$ cat src/rtl/clock_config_pkg.sv
// Shared definitions for the clock configuration controller:
// register word offsets, change-FSM states and divisor helpers.
package clock_config_pkg;

  localparam logic [4:0] DEFAULT_DIVISOR = 5'd10;

  localparam logic [3:0] REG_DIVISOR  = 4'h0;
  localparam logic [3:0] REG_STATUS   = 4'h1;
  localparam logic [3:0] REG_TICKS_LO = 4'h2;
  localparam logic [3:0] REG_TICKS_HI = 4'h3;
  localparam logic [3:0] REG_MS_LO    = 4'h4;
  localparam logic [3:0] REG_MS_HI    = 4'h5;
  localparam logic [3:0] REG_CMP_LO   = 4'h6;
  localparam logic [3:0] REG_CMP_HI   = 4'h7;
  localparam logic [3:0] REG_IRQ      = 4'h8;

  typedef enum logic [2:0] {
    ST_IDLE,
    ST_STALL,
    ST_DRAIN,
    ST_APPLY,
    ST_RELEASE
  } state_t;

  // A divide-by-zero request is meaningless; treat it as divide-by-one.
  function automatic logic [4:0] clamp_divisor(input logic [31:0] d);
    return (d[4:0] == 5'd0) ? 5'd1 : d[4:0];
  endfunction

endpackage

$ cat src/rtl/clock_config_regfile.sv
// Bus decode, counter shadows, compare and interrupt registers.
// Divisor writes are handed to the change FSM in the top level.
module clock_config_regfile
  import clock_config_pkg::*;
(
  input  logic        clk,
  input  logic        reset,
  input  logic [5:0]  bus_address,
  input  logic        bus_write_enable,
  input  logic        bus_read_enable,
  input  logic [31:0] bus_write_data,
  output logic [31:0] bus_read_data,
  output logic        bus_ready,
  input  logic [63:0] core_clock_ticks,
  input  logic [63:0] miliseconds,
  input  logic [4:0]  divisor,
  input  logic        busy,
  input  logic        pending,
  output logic        divisor_write,
  output logic [4:0]  divisor_data,
  output logic        timer_interrupt
);

  logic [3:0]  word;
  logic        wr;
  logic        rd;
  logic [31:0] rdata;
  logic [31:0] ticks_shadow;
  logic [31:0] ms_shadow;
  logic [31:0] cmp_lo;
  logic [31:0] cmp_hi;
  logic        irq_en;
  logic        irq_pend;
  logic        irq_set;
  logic        irq_clr;
  logic        en_next;
  logic        pend_next;
  logic        unused_addr;

  assign word        = bus_address[5:2];
  assign unused_addr = ^bus_address[1:0];
  assign wr          = bus_write_enable;
  assign rd          = bus_read_enable & ~bus_write_enable;

  assign divisor_write = wr && (word == REG_DIVISOR);
  assign divisor_data  = clamp_divisor(bus_write_data);

  assign irq_set   = miliseconds >= {cmp_hi, cmp_lo};
  assign irq_clr   = wr && (word == REG_IRQ) && bus_write_data[1];
  assign en_next   = (wr && (word == REG_IRQ)) ? bus_write_data[0] : irq_en;
  assign pend_next = irq_set | (irq_pend & ~irq_clr);

  always_comb begin
    rdata = 32'd0;
    if (rd) begin
      unique case (1'b1)
        (word == REG_DIVISOR):  rdata = {27'd0, divisor};
        (word == REG_STATUS):   rdata = {30'd0, pending, busy};
        (word == REG_TICKS_LO): rdata = core_clock_ticks[31:0];
        (word == REG_TICKS_HI): rdata = ticks_shadow;
        (word == REG_MS_LO):    rdata = miliseconds[31:0];
        (word == REG_MS_HI):    rdata = ms_shadow;
        (word == REG_CMP_LO):   rdata = cmp_lo;
        (word == REG_CMP_HI):   rdata = cmp_hi;
        (word == REG_IRQ):      rdata = {30'd0, irq_pend, irq_en};
        default:                rdata = 32'd0;
      endcase
    end
  end

  always_ff @(posedge clk) begin
    if (reset) begin
      bus_ready       <= 1'b0;
      bus_read_data   <= 32'd0;
      ticks_shadow    <= 32'd0;
      ms_shadow       <= 32'd0;
      cmp_lo          <= '1;
      cmp_hi          <= '1;
      irq_en          <= 1'b0;
      irq_pend        <= 1'b0;
      timer_interrupt <= 1'b0;
    end else begin
      bus_ready     <= bus_write_enable | bus_read_enable;
      bus_read_data <= rdata;
      if (rd && (word == REG_TICKS_LO))
        ticks_shadow <= core_clock_ticks[63:32];
      if (rd && (word == REG_MS_LO))
        ms_shadow <= miliseconds[63:32];
      if (wr && (word == REG_CMP_LO))
        cmp_lo <= bus_write_data;
      if (wr && (word == REG_CMP_HI))
        cmp_hi <= bus_write_data;
      irq_en          <= en_next;
      irq_pend        <= pend_next;
      timer_interrupt <= en_next & pend_next;
    end
  end

endmodule

$ cat src/rtl/clock_config_controller.sv
// Clock configuration block: register file plus the divisor change
// sequencer that stalls the core around every divisor update.
module clock_config_controller #(
  parameter logic [4:0] DEFAULT_DIVISOR = clock_config_pkg::DEFAULT_DIVISOR,
  parameter int         DRAIN_TICKS     = 2
) (
  input  logic        clock_100mhz,
  input  logic        reset,
  input  logic [5:0]  bus_address,
  input  logic        bus_write_enable,
  input  logic        bus_read_enable,
  input  logic [31:0] bus_write_data,
  output logic [31:0] bus_read_data,
  output logic        bus_ready,
  input  logic        divider_tick,
  input  logic [63:0] core_clock_ticks,
  input  logic [63:0] miliseconds,
  output logic [4:0]  core_clock_divisor,
  output logic        stall_request,
  output logic        timer_interrupt
);
  import clock_config_pkg::*;

  localparam logic [7:0] DRAIN_LAST = 8'(DRAIN_TICKS - 1);

  state_t     state;
  logic [4:0] pending_divisor;
  logic       pending;
  logic [7:0] drain_cnt;
  logic       div_wr;
  logic [4:0] div_data;

  clock_config_regfile u_regfile (
    .clk              (clock_100mhz),
    .reset            (reset),
    .bus_address      (bus_address),
    .bus_write_enable (bus_write_enable),
    .bus_read_enable  (bus_read_enable),
    .bus_write_data   (bus_write_data),
    .bus_read_data    (bus_read_data),
    .bus_ready        (bus_ready),
    .core_clock_ticks (core_clock_ticks),
    .miliseconds      (miliseconds),
    .divisor          (core_clock_divisor),
    .busy             (state != ST_IDLE),
    .pending          (pending),
    .divisor_write    (div_wr),
    .divisor_data     (div_data),
    .timer_interrupt  (timer_interrupt)
  );

  always_ff @(posedge clock_100mhz) begin
    if (reset) begin
      state              <= ST_IDLE;
      core_clock_divisor <= DEFAULT_DIVISOR;
      pending_divisor    <= DEFAULT_DIVISOR;
      pending            <= 1'b0;
      drain_cnt          <= 8'd0;
      stall_request      <= 1'b0;
    end else begin
      // Any write just records the latest request; the FSM picks it up.
      if (div_wr) begin
        pending_divisor <= div_data;
        pending         <= 1'b1;
      end
      unique case (state)
        ST_IDLE: begin
          if (div_wr) begin
            state         <= ST_STALL;
            stall_request <= 1'b1;
          end
        end
        ST_STALL: begin
          drain_cnt <= 8'd0;
          state     <= ST_DRAIN;
        end
        ST_DRAIN: begin
          if (divider_tick) begin
            if (drain_cnt == DRAIN_LAST)
              state <= ST_APPLY;
            else
              drain_cnt <= drain_cnt + 8'd1;
          end
        end
        ST_APPLY: begin
          core_clock_divisor <= pending_divisor;
          if (!div_wr)
            pending <= 1'b0;
          state <= ST_RELEASE;
        end
        ST_RELEASE: begin
          if (divider_tick) begin
            if (pending || div_wr) begin
              state <= ST_STALL;
            end else begin
              state         <= ST_IDLE;
              stall_request <= 1'b0;
            end
          end
        end
        default: begin
          state         <= ST_IDLE;
          stall_request <= 1'b0;
        end
      endcase
    end
  end

endmodule

$ cat config.mk
export PLATFORM = sky130hd
export DESIGN_NAME = clock_config_controller
export DESIGN_NICKNAME = d
export VERILOG_FILES = /design/src/rtl/clock_config_pkg.sv /design/src/rtl/clock_config_regfile.sv /design/src/rtl/clock_config_controller.sv
export SDC_FILE = /design/constraint.sdc
export NUM_CORES = 1
export LEC_CHECK = 0
export BUFFER_PORTS_ARGS = -buffer_cell sky130_fd_sc_hd__buf_2
export CAP_MARGIN = 20
export CELL_PAD_IN_SITES_DETAIL_PLACEMENT = 1
export CELL_PAD_IN_SITES_GLOBAL_PLACEMENT = 1
export CORE_MARGIN = 2
export CORE_UTILIZATION = 30
export DETAILED_ROUTE_END_ITERATION = 16
export PLACE_DENSITY = 0.72
export SLEW_MARGIN = 20
export SYNTH_ARGS = -nofsm -noshare
export SYNTH_HDL_FRONTEND = slang
export SYNTH_SLANG_ARGS = --single-unit
$ cat constraint.sdc
create_clock -name clock_100mhz -period 3.05 [get_ports clock_100mhz]
set_input_delay 0.61 -clock clock_100mhz [delete_from_list [all_inputs] [get_ports clock_100mhz]]
set_output_delay 0.61 -clock clock_100mhz [all_outputs]
set_load 0.05 [all_outputs]
==> impl_metrics.py, run 1 <==
metrics = {
    "cts": {
        "clkLatencyLatePin_ns": 0.43,
        "path_clk_slew_ns": 0.08,
        "cts-buffers-inserted": 17,
        "cts-resized-gates": 0,
        "ctsHoldBuffers": 0,
        "clock_path_buffers": 2,
        "post_cts_buffers": 0,
        "cts_tree": "yes",
        "cts_root_buf": "clkbuf_16",
        "htreeDepth": 4,
        "cts_sinks": 187,
    },
    "critical_path": {
        "cp.arrival_ns": 2.84,
        "path_cells": "inv_1, ha_1, a21oi_1, o21ai_0, a221o_1, o31a_1, o41ai_1, a21oi_1",
        "timing.rr.end": "u_regfile.irq_pend",
        "slowest_stage": "o41ai_1",
        "critical_path.n_buffers_inverters": 1,
        "rr_worst_depth": 8,
        "critPathCaptureType": "flop",
        "rrSetupSlack_ns": 0.48,
        "critPathLaunchType": "flop",
        "critPathMaxFanout": 2,
        "path_delay_family": "compound AO/OA/AOI/OAI gates",
        "path_common_cell": "a21oi_1",
        "reg2reg_from": "u_regfile.cmp_lo[5]",
        "crit_path_start": "u_regfile.cmp_lo[5]",
        "critical_path_required_ns": 3.33,
        "max_stage_delay_ns": 0.51,
        "critPathKind": "flop to flop",
    },
    "global_routing": {
        "track_usage_pct": 20.7,
        "grt_pass1_wl_um": 49800,
        "grt_max_degree": 67,
        "antenna_found_initial": 3,
        "grt_pass1_vias": 8963,
        "globalRouteOverflowTotal": 0,
    },
    "cells_and_area": {
        "syn2layout_area_growth_pct": 22.7,
        "final_util_pct": 37.4,
        "drive_gt1_share_pct": 22.3,
        "diodes": 0,
        "nets": 1491,
        "final_common_cell": "buf_2",
        "fill_cells": 3638,
        "final_cell_mix": "207 x buf_2, 187 x dfxtp_1, 161 x nand2_1",
    },
    "synthesis": {
        "synth_top_family_by_area": "compound AO/OA/AOI/OAI gates",
        "syn_area_per_cell_um2": 8.39,
        "synth_edf_count": 0,
        "muxShareOfSynthArea_pct": 0.998,
        "yosysWarningCount": 0,
        "synth_fp_nets": 1313,
        "ys_seq_elements": 187,
        "syn_inst": 1076,
        "async_flop_share_pct": 0,
        "synth_simple_gate_area_share_pct": 16.2,
        "synthFlopType": "dfxtp_1",
        "synthesis.area_um2": 9030,
        "synth_cell_types": 52,
        "synthAdderAreaFrac_pct": 9.14,
        "synth-compound-area-share_pct": 25.1,
        "synth_xor_area_share_pct": 0.679,
        "ys_seq_area_share_pct": 41.5,
    },
    "timing": {
        "tightest_slew_ns": 0.857,
        "finalSetupTns_ns": 0,
        "setup_viol_count_final": 0,
        "finalHoldViolCount": 0,
        "slew_headroom_pct": 42.9,
        "holdWs_ns": 0.398,
        "skew_ns": 0.0147,
        "fmax_ghz": 0.389,
        "period_minus_slack_ns": 2.57,
        "rsz0062_at_grt": "false",
        "finalMaxSlewViolations": 0,
        "fin_crit_sh_pct": 84.2,
    },
    "placed_design": {
        "io_buffers": 208,
        "place.gp.congestion": 0.799,
        "hpwl_um": 24200,
    },
    "die": {
        "dieArea_um2": 31500,
        "die_x_um": 178,
        "ios": 211,
        "num_rows": 63,
        "die_h_um": 178,
        "coreArea_um2": 29600,
        "start_util_pct": 30.5,
    },
    "pwr": {
        "p_total_mw": 5.27,
        "ir_drop_v": 0.000339,
        "pwr-share-clk_pct": 42.9,
        "power_density_nw_per_um2": 475,
        "p_leak_nw": 4.88,
        "p_sw_mw": 1.43,
        "power.share.switching_pct": 27.2,
        "power.internal_mw": 3.83,
        "combinationalPowerShare_pct": 9.8,
        "seq_power_share_pct": 47.3,
    },
    "status": {
        "status": "complete, no violations",
    },
    "hold_path": {
        "holdPathStages": 2,
        "hold_path_class": "input port to flop",
        "worstHoldStart": "bus_write_data[19]",
        "min_to": "u_regfile.cmp_hi[19]",
    },
    "drt": {
        "routed_wl_um": 32900,
        "wl_met2_um": 15900,
        "routedWlPerCell_um": 19.8,
        "drt_iter0_markers": 548,
        "m1WireLength_um": 14700,
        "via_per_inst": 5.29,
        "met3_length_um": 1770,
        "ant_nets": 0,
        "highest_layer": "met5",
        "vias": 8764,
        "drcViolationCount": 0,
        "dr.pass1.iters": 7,
    },
    "job": {
        "timing.max_cap.violations": 0,
    },
}
-- worst max-delay path by stage --
stage / depth (start not counted) / endpoint / slack, ns
after floorplan: 7 / u_regfile.irq_pend / 0.70
after global placement: 8 / u_regfile.irq_pend / 0.15
after detailed placement: 8 / u_regfile.irq_pend / 0.12
after CTS: 8 / u_regfile.irq_pend / 0.42
after global routing: 8 / u_regfile.timer_interrupt / 0.28
final: 8 / u_regfile.irq_pend / 0.48
-- routing by layer --
metal | vias to the layer above | global-route usage [%]
met5 | - | 0
met4 | 6 | 5.57
met3 | 39 | 3.88
met2 | 247 | 35.2
met1 | 4283 | 26.8
li1 | 4189 | -
-- cells by family (layout without fill, tap and decap cells) --
logic type,after synthesis,count (layout)
compound gates,327,327
xor+xnor,7,7
fa+ha+maj,66,66
buf+inv,146,337
flops,187,187
mux,9,9
simple gates,334,334
-- registers in the layout, indices dropped and copies added, names as in the netlist --
name	cells
u_regfile.ticks_shadow	32
u_regfile.timer_interrupt	1
u_regfile.irq_en	1
u_regfile.ms_shadow	32
drain_cnt	8
u_regfile.cmp_hi	32
pending	1
core_clock_divisor	5
u_regfile.bus_read_data	32
pending_divisor	5
u_regfile.bus_ready	1
state	3
u_regfile.irq_pend	1
stall_request	1
u_regfile.cmp_lo	32
-- worst reg2reg max path: stages, from the launching register on --
cell and delay, ns:
dfxtp_1 0.33, inv_1 0.07, ha_1 0.29, a21oi_1 0.20, o21ai_0 0.17, a221o_1 0.38, o31a_1 0.32, o41ai_1 0.51
a21oi_1 0.13
-- layout make-up --
class,count,area [um^2],share of cell area (%)
clock buffers,18,429,3.87
multi-input cells,743,4750,42.8
flip-flops and latches,187,3740,33.8
repair buffers,233,1260,11.3
inverters,72,270,2.44
clock inverters,14,149,1.34
well taps,390,488,4.40
-- per-stage QoR --
stage / std cells / setup WS [ns] / area [um^2]
CTS: 1657 / 0.420 / 11100
detailed placement: 1625 / 0.124 / 10500
global route: 1657 / 0.284 / 11100
floorplan: 1076 / 0.698 / 9030
finish: 1657 / 0.482 / 11100
global placement: 1625 / 0.154 / 10500
-- power by group through the flow --
stage	sequential [mW]	clock (mW)	combinational [mW]
after floorplan	2.56	0	0.233
after global placement	2.55	0	0.504
after detailed placement	2.55	0	0.513
after CTS	2.49	2.32	0.516
after global routing	2.50	2.41	0.564
final	2.49	2.26	0.514
-- cells in the mapped netlist, types with 2 or more instances --
cell | n | area, um^2
buf_1 | 4 | 15.0
a22oi_1 | 88 | 661
mux2i_1 | 9 | 90.1
a221o_1 | 2 | 20.0
a31oi_1 | 33 | 206
xor2_1 | 3 | 26.3
nor2b_1 | 4 | 25.0
nor4_2 | 2 | 25.0
nor2_1 | 95 | 357
ha_1 | 66 | 826
a21oi_1 | 97 | 485
nand2_1 | 161 | 604
a211o_1 | 69 | 604
xnor2_1 | 4 | 35.0
nor3_1 | 12 | 60.1
nand3_1 | 16 | 80.1
nand3b_1 | 2 | 15.0
nor4_1 | 4 | 25.0
clkbuf_1 | 53 | 199
nand2b_1 | 6 | 37.5
o21ai_0 | 15 | 75.1
and2_1 | 3 | 18.8
a211oi_1 | 2 | 15.0
or2_2 | 2 | 12.5
a21o_1 | 4 | 30.0
and3_1 | 2 | 12.5
dfxtp_1 | 187 | 3740
buf_4 | 6 | 45.0
a222oi_1 | 2 | 20.0
and4_1 | 5 | 43.8
a221oi_1 | 4 | 35.0
inv_1 | 72 | 270
buf_2 | 11 | 55.1
nand4_1 | 13 | 81.3
Power figures use the tool's default switching activity.
==> run 2, diff against run 1 <==
Settings changed: ABC_AREA set to 1, PLACE_DENSITY 0.72 to 0.73.
Clock period 3.05 ns to 2.59 ns, I/O delays scaled along.
==> impl_metrics.py, run 2 <==
metrics = {
    "cts": {
        "clock_path_buffers": 2,
        "ctsHoldBuffers": 0,
        "post_cts_buffers": 0,
        "cts_sinks": 187,
        "cts_root_buf": "clkbuf_16",
        "htreeDepth": 4,
        "path_clk_slew_ns": 0.07,
        "cts_tree": "yes",
        "clkLatencyLatePin_ns": 0.43,
        "cts-resized-gates": 0,
        "cts-buffers-inserted": 17,
    },
    "synthesis": {
        "synth_commonest_cells": "219 x nand2_1, 199 x a21oi_1, 187 x dfxtp_1",
        "ys_seq_elements": 187,
        "synthesis.area_um2": 9150,
        "synth_most_common_cell": "nand2_1",
        "ys_seq_area_share_pct": 40.9,
        "synthFlopType": "dfxtp_1",
        "syn_inst": 1230,
        "synth_fp_nets": 1467,
        "synth_top_area_share_pct": 40.9,
        "synth_top_area_cell": "dfxtp_1",
        "async_flop_share_pct": 0,
        "synth_cell_types": 40,
        "synth_area_leaders": "dfxtp_1 41%, a21oi_1 11%, ha_1 9.0%",
        "syn_area_per_cell_um2": 7.44,
        "yosysWarningCount": 0,
        "synth_edf_count": 0,
    },
    "timing": {
        "holdWs_ns": 0.317,
        "setup_viol_count_final": 0,
        "rsz0062_at_grt": "false",
        "finalSetupTns_ns": 0,
        "finalHoldViolCount": 0,
        "slew_headroom_pct": 41.8,
        "fin_crit_sh_pct": 72.4,
        "finalMaxSlewViolations": 0,
        "finalWorstSetupSlack_ns": 0.714,
        "skew_ns": 0.0153,
        "tightest_slew_ns": 0.874,
        "fmax_ghz": 0.533,
        "period_minus_slack_ns": 1.88,
    },
    "drt": {
        "drt_iter0_markers": 437,
        "dr.pass1.iters": 4,
        "routedWlPerCell_um": 18.7,
        "ant_nets": 0,
        "drcViolationCount": 0,
        "routed_wl_um": 34200,
        "via_per_inst": 5.10,
        "vias": 9302,
    },
    "cells_and_area": {
        "nets": 1658,
        "multiInputGateArea_um2": 4490,
        "regArea_um2": 3740,
        "drive_gt1_share_pct": 19.9,
        "final_cell_mix": "217 x nand2_1, 208 x buf_2, 199 x a21oi_1",
        "final_common_cell": "nand2_1",
        "syn2layout_area_growth_pct": 23.1,
        "fill_cells": 3748,
    },
    "critical_path": {
        "critPathKind": "flop to flop",
        "cp.arrival_ns": 2.22,
        "critPathLaunchType": "flop",
        "timing.rr.end": "u_regfile.irq_pend",
        "critical_path_required_ns": 2.93,
        "critPathMaxFanout": 3,
        "critPathCaptureType": "flop",
        "rr_worst_depth": 10,
        "crit_path_end": "u_regfile.irq_pend",
        "crit_path_start": "u_regfile.cmp_lo[15]",
        "reg2reg_from": "u_regfile.cmp_lo[15]",
        "rrSetupSlack_ns": 0.71,
    },
    "placed_design": {
        "io_buffers": 208,
        "place.gp.congestion": 0.895,
        "hpwl_um": 24700,
        "dp_slack_ns": 0.423,
    },
    "pwr": {
        "power_density_nw_per_um2": 583,
        "p_total_mw": 6.56,
        "power.share.switching_pct": 27.2,
        "ir_drop_v": 0.000388,
        "combinationalPowerShare_pct": 12.3,
        "p_leak_nw": 5.28,
        "p_sw_mw": 1.79,
        "power.internal_mw": 4.78,
        "seq_power_share_pct": 45.4,
        "pwr-share-clk_pct": 42.4,
    },
    "die": {
        "start_util_pct": 30.6,
        "coreArea_um2": 29900,
        "num_rows": 63,
        "dieArea_um2": 31900,
        "ios": 211,
        "die_h_um": 179,
        "die_x_um": 179,
    },
    "global_routing": {
        "grt_pass1_wl_um": 52300,
        "globalRouteOverflowTotal": 0,
        "grt_pass1_vias": 9516,
        "grt_max_degree": 63,
        "track_usage_pct": 21.5,
        "antenna_found_initial": 2,
    },
    "job": {
        "timing.max_cap.violations": 0,
    },
    "status": {
        "status": "complete, no violations",
    },
    "hold_path": {
        "hold_path_class": "input port to flop",
    },
}
==> run 2: changes by cell type after synthesis, sizes merged, moves of 23 or more <==
cell | previous run | this run
o21ai | 15 | 113
a21oi | 97 | 199
a22oi | 88 | 0
clkbuf | 53 | 30
a211o | 69 | 0
inv | 72 | 169
a31oi | 33 | 1
nand2 | 161 | 222
o211ai | 1 | 33
o22ai | 1 | 30
nor2 | 95 | 57
==> run 2: power groups by stage <==
stage | Combinational, mW | Clock (mW) | Sequential (mW)
global route | 0.899 | 2.96 | 2.98
CTS | 0.810 | 2.85 | 2.98
global placement | 0.784 | 0 | 3.04
floorplan | 0.411 | 0 | 3.08
detailed placement | 0.803 | 0 | 3.04
finish | 0.805 | 2.78 | 2.98
==> run 2: per-stage QoR <==
step / instance area (um^2) / instances / util (%)
after CTS: 11300 / 1824 / 37.7
after global placement: 10700 / 1792 / 35.7
after floorplan: 9150 / 1230 / -
after global routing: 11300 / 1824 / 37.7
after detailed placement: 10700 / 1792 / 35.7
final: 11300 / 1825 / 37.7
==> run 2: worst max-delay path, stage by stage, from the launching register on <==
cell and delay (ns):
dfxtp_1 0.32, inv_1 0.06, ha_1 0.33, nand4_1 0.19, nor2_1 0.24, nand3_1 0.21, nor2_1 0.13, nor2_1 0.06
nand2_1 0.06, nand2_1 0.06, a21oi_1 0.13
==> run 2: how the worst min path moves through the flow <==
stage | startpoint | end | cells past startpoint
detailed placement | u_regfile.ticks_shadow[14] | u_regfile.ticks_shadow[14] | 2
CTS | bus_write_data[25] | u_regfile.cmp_lo[25] | 3
global route | bus_write_data[24] | u_regfile.cmp_lo[24] | 3
floorplan | u_regfile.ticks_shadow[1] | u_regfile.ticks_shadow[1] | 2
global placement | u_regfile.ticks_shadow[9] | u_regfile.ticks_shadow[9] | 2
finish | bus_write_data[24] | u_regfile.cmp_lo[24] | 3
==> run 2: layout make-up <==
cell class	count	share of cell area (%)
diodes	1	0.0222
clock inverters	12	1.43
well taps	390	4.33
flip-flops and latches	187	33.2
clock buffers	20	3.97
inverters	169	5.63
repair buffers	235	11.5
multi-input cells	811	39.9
==> run 2: kinds of logic (layout without fill, tap and decap cells) <==
group,Yosys count,after routing,synth area share (%)
AOI/OAI and AO/OA,407,407,24.7
adders and majority gates,66,66,9.03
buffers and inverters,232,436,10.1
DFF,187,187,40.9
other,0,1,0
and+or+nand+nor,338,338,15.3
==> run 2: layer usage <==
| metal | share of wire (%) | track usage [%] | up-vias |
|---|---|---|---|
| met2 | 47 | 36.6 | 221 |
| met1 | 47 | 28.4 | 4517 |
| met3 | 3.9 | 3.11 | 38 |
| met5 | 0 | 0 | - |
| met4 | 1.7 | 5.42 | 0 |
| li1 | - | - | 4526 |
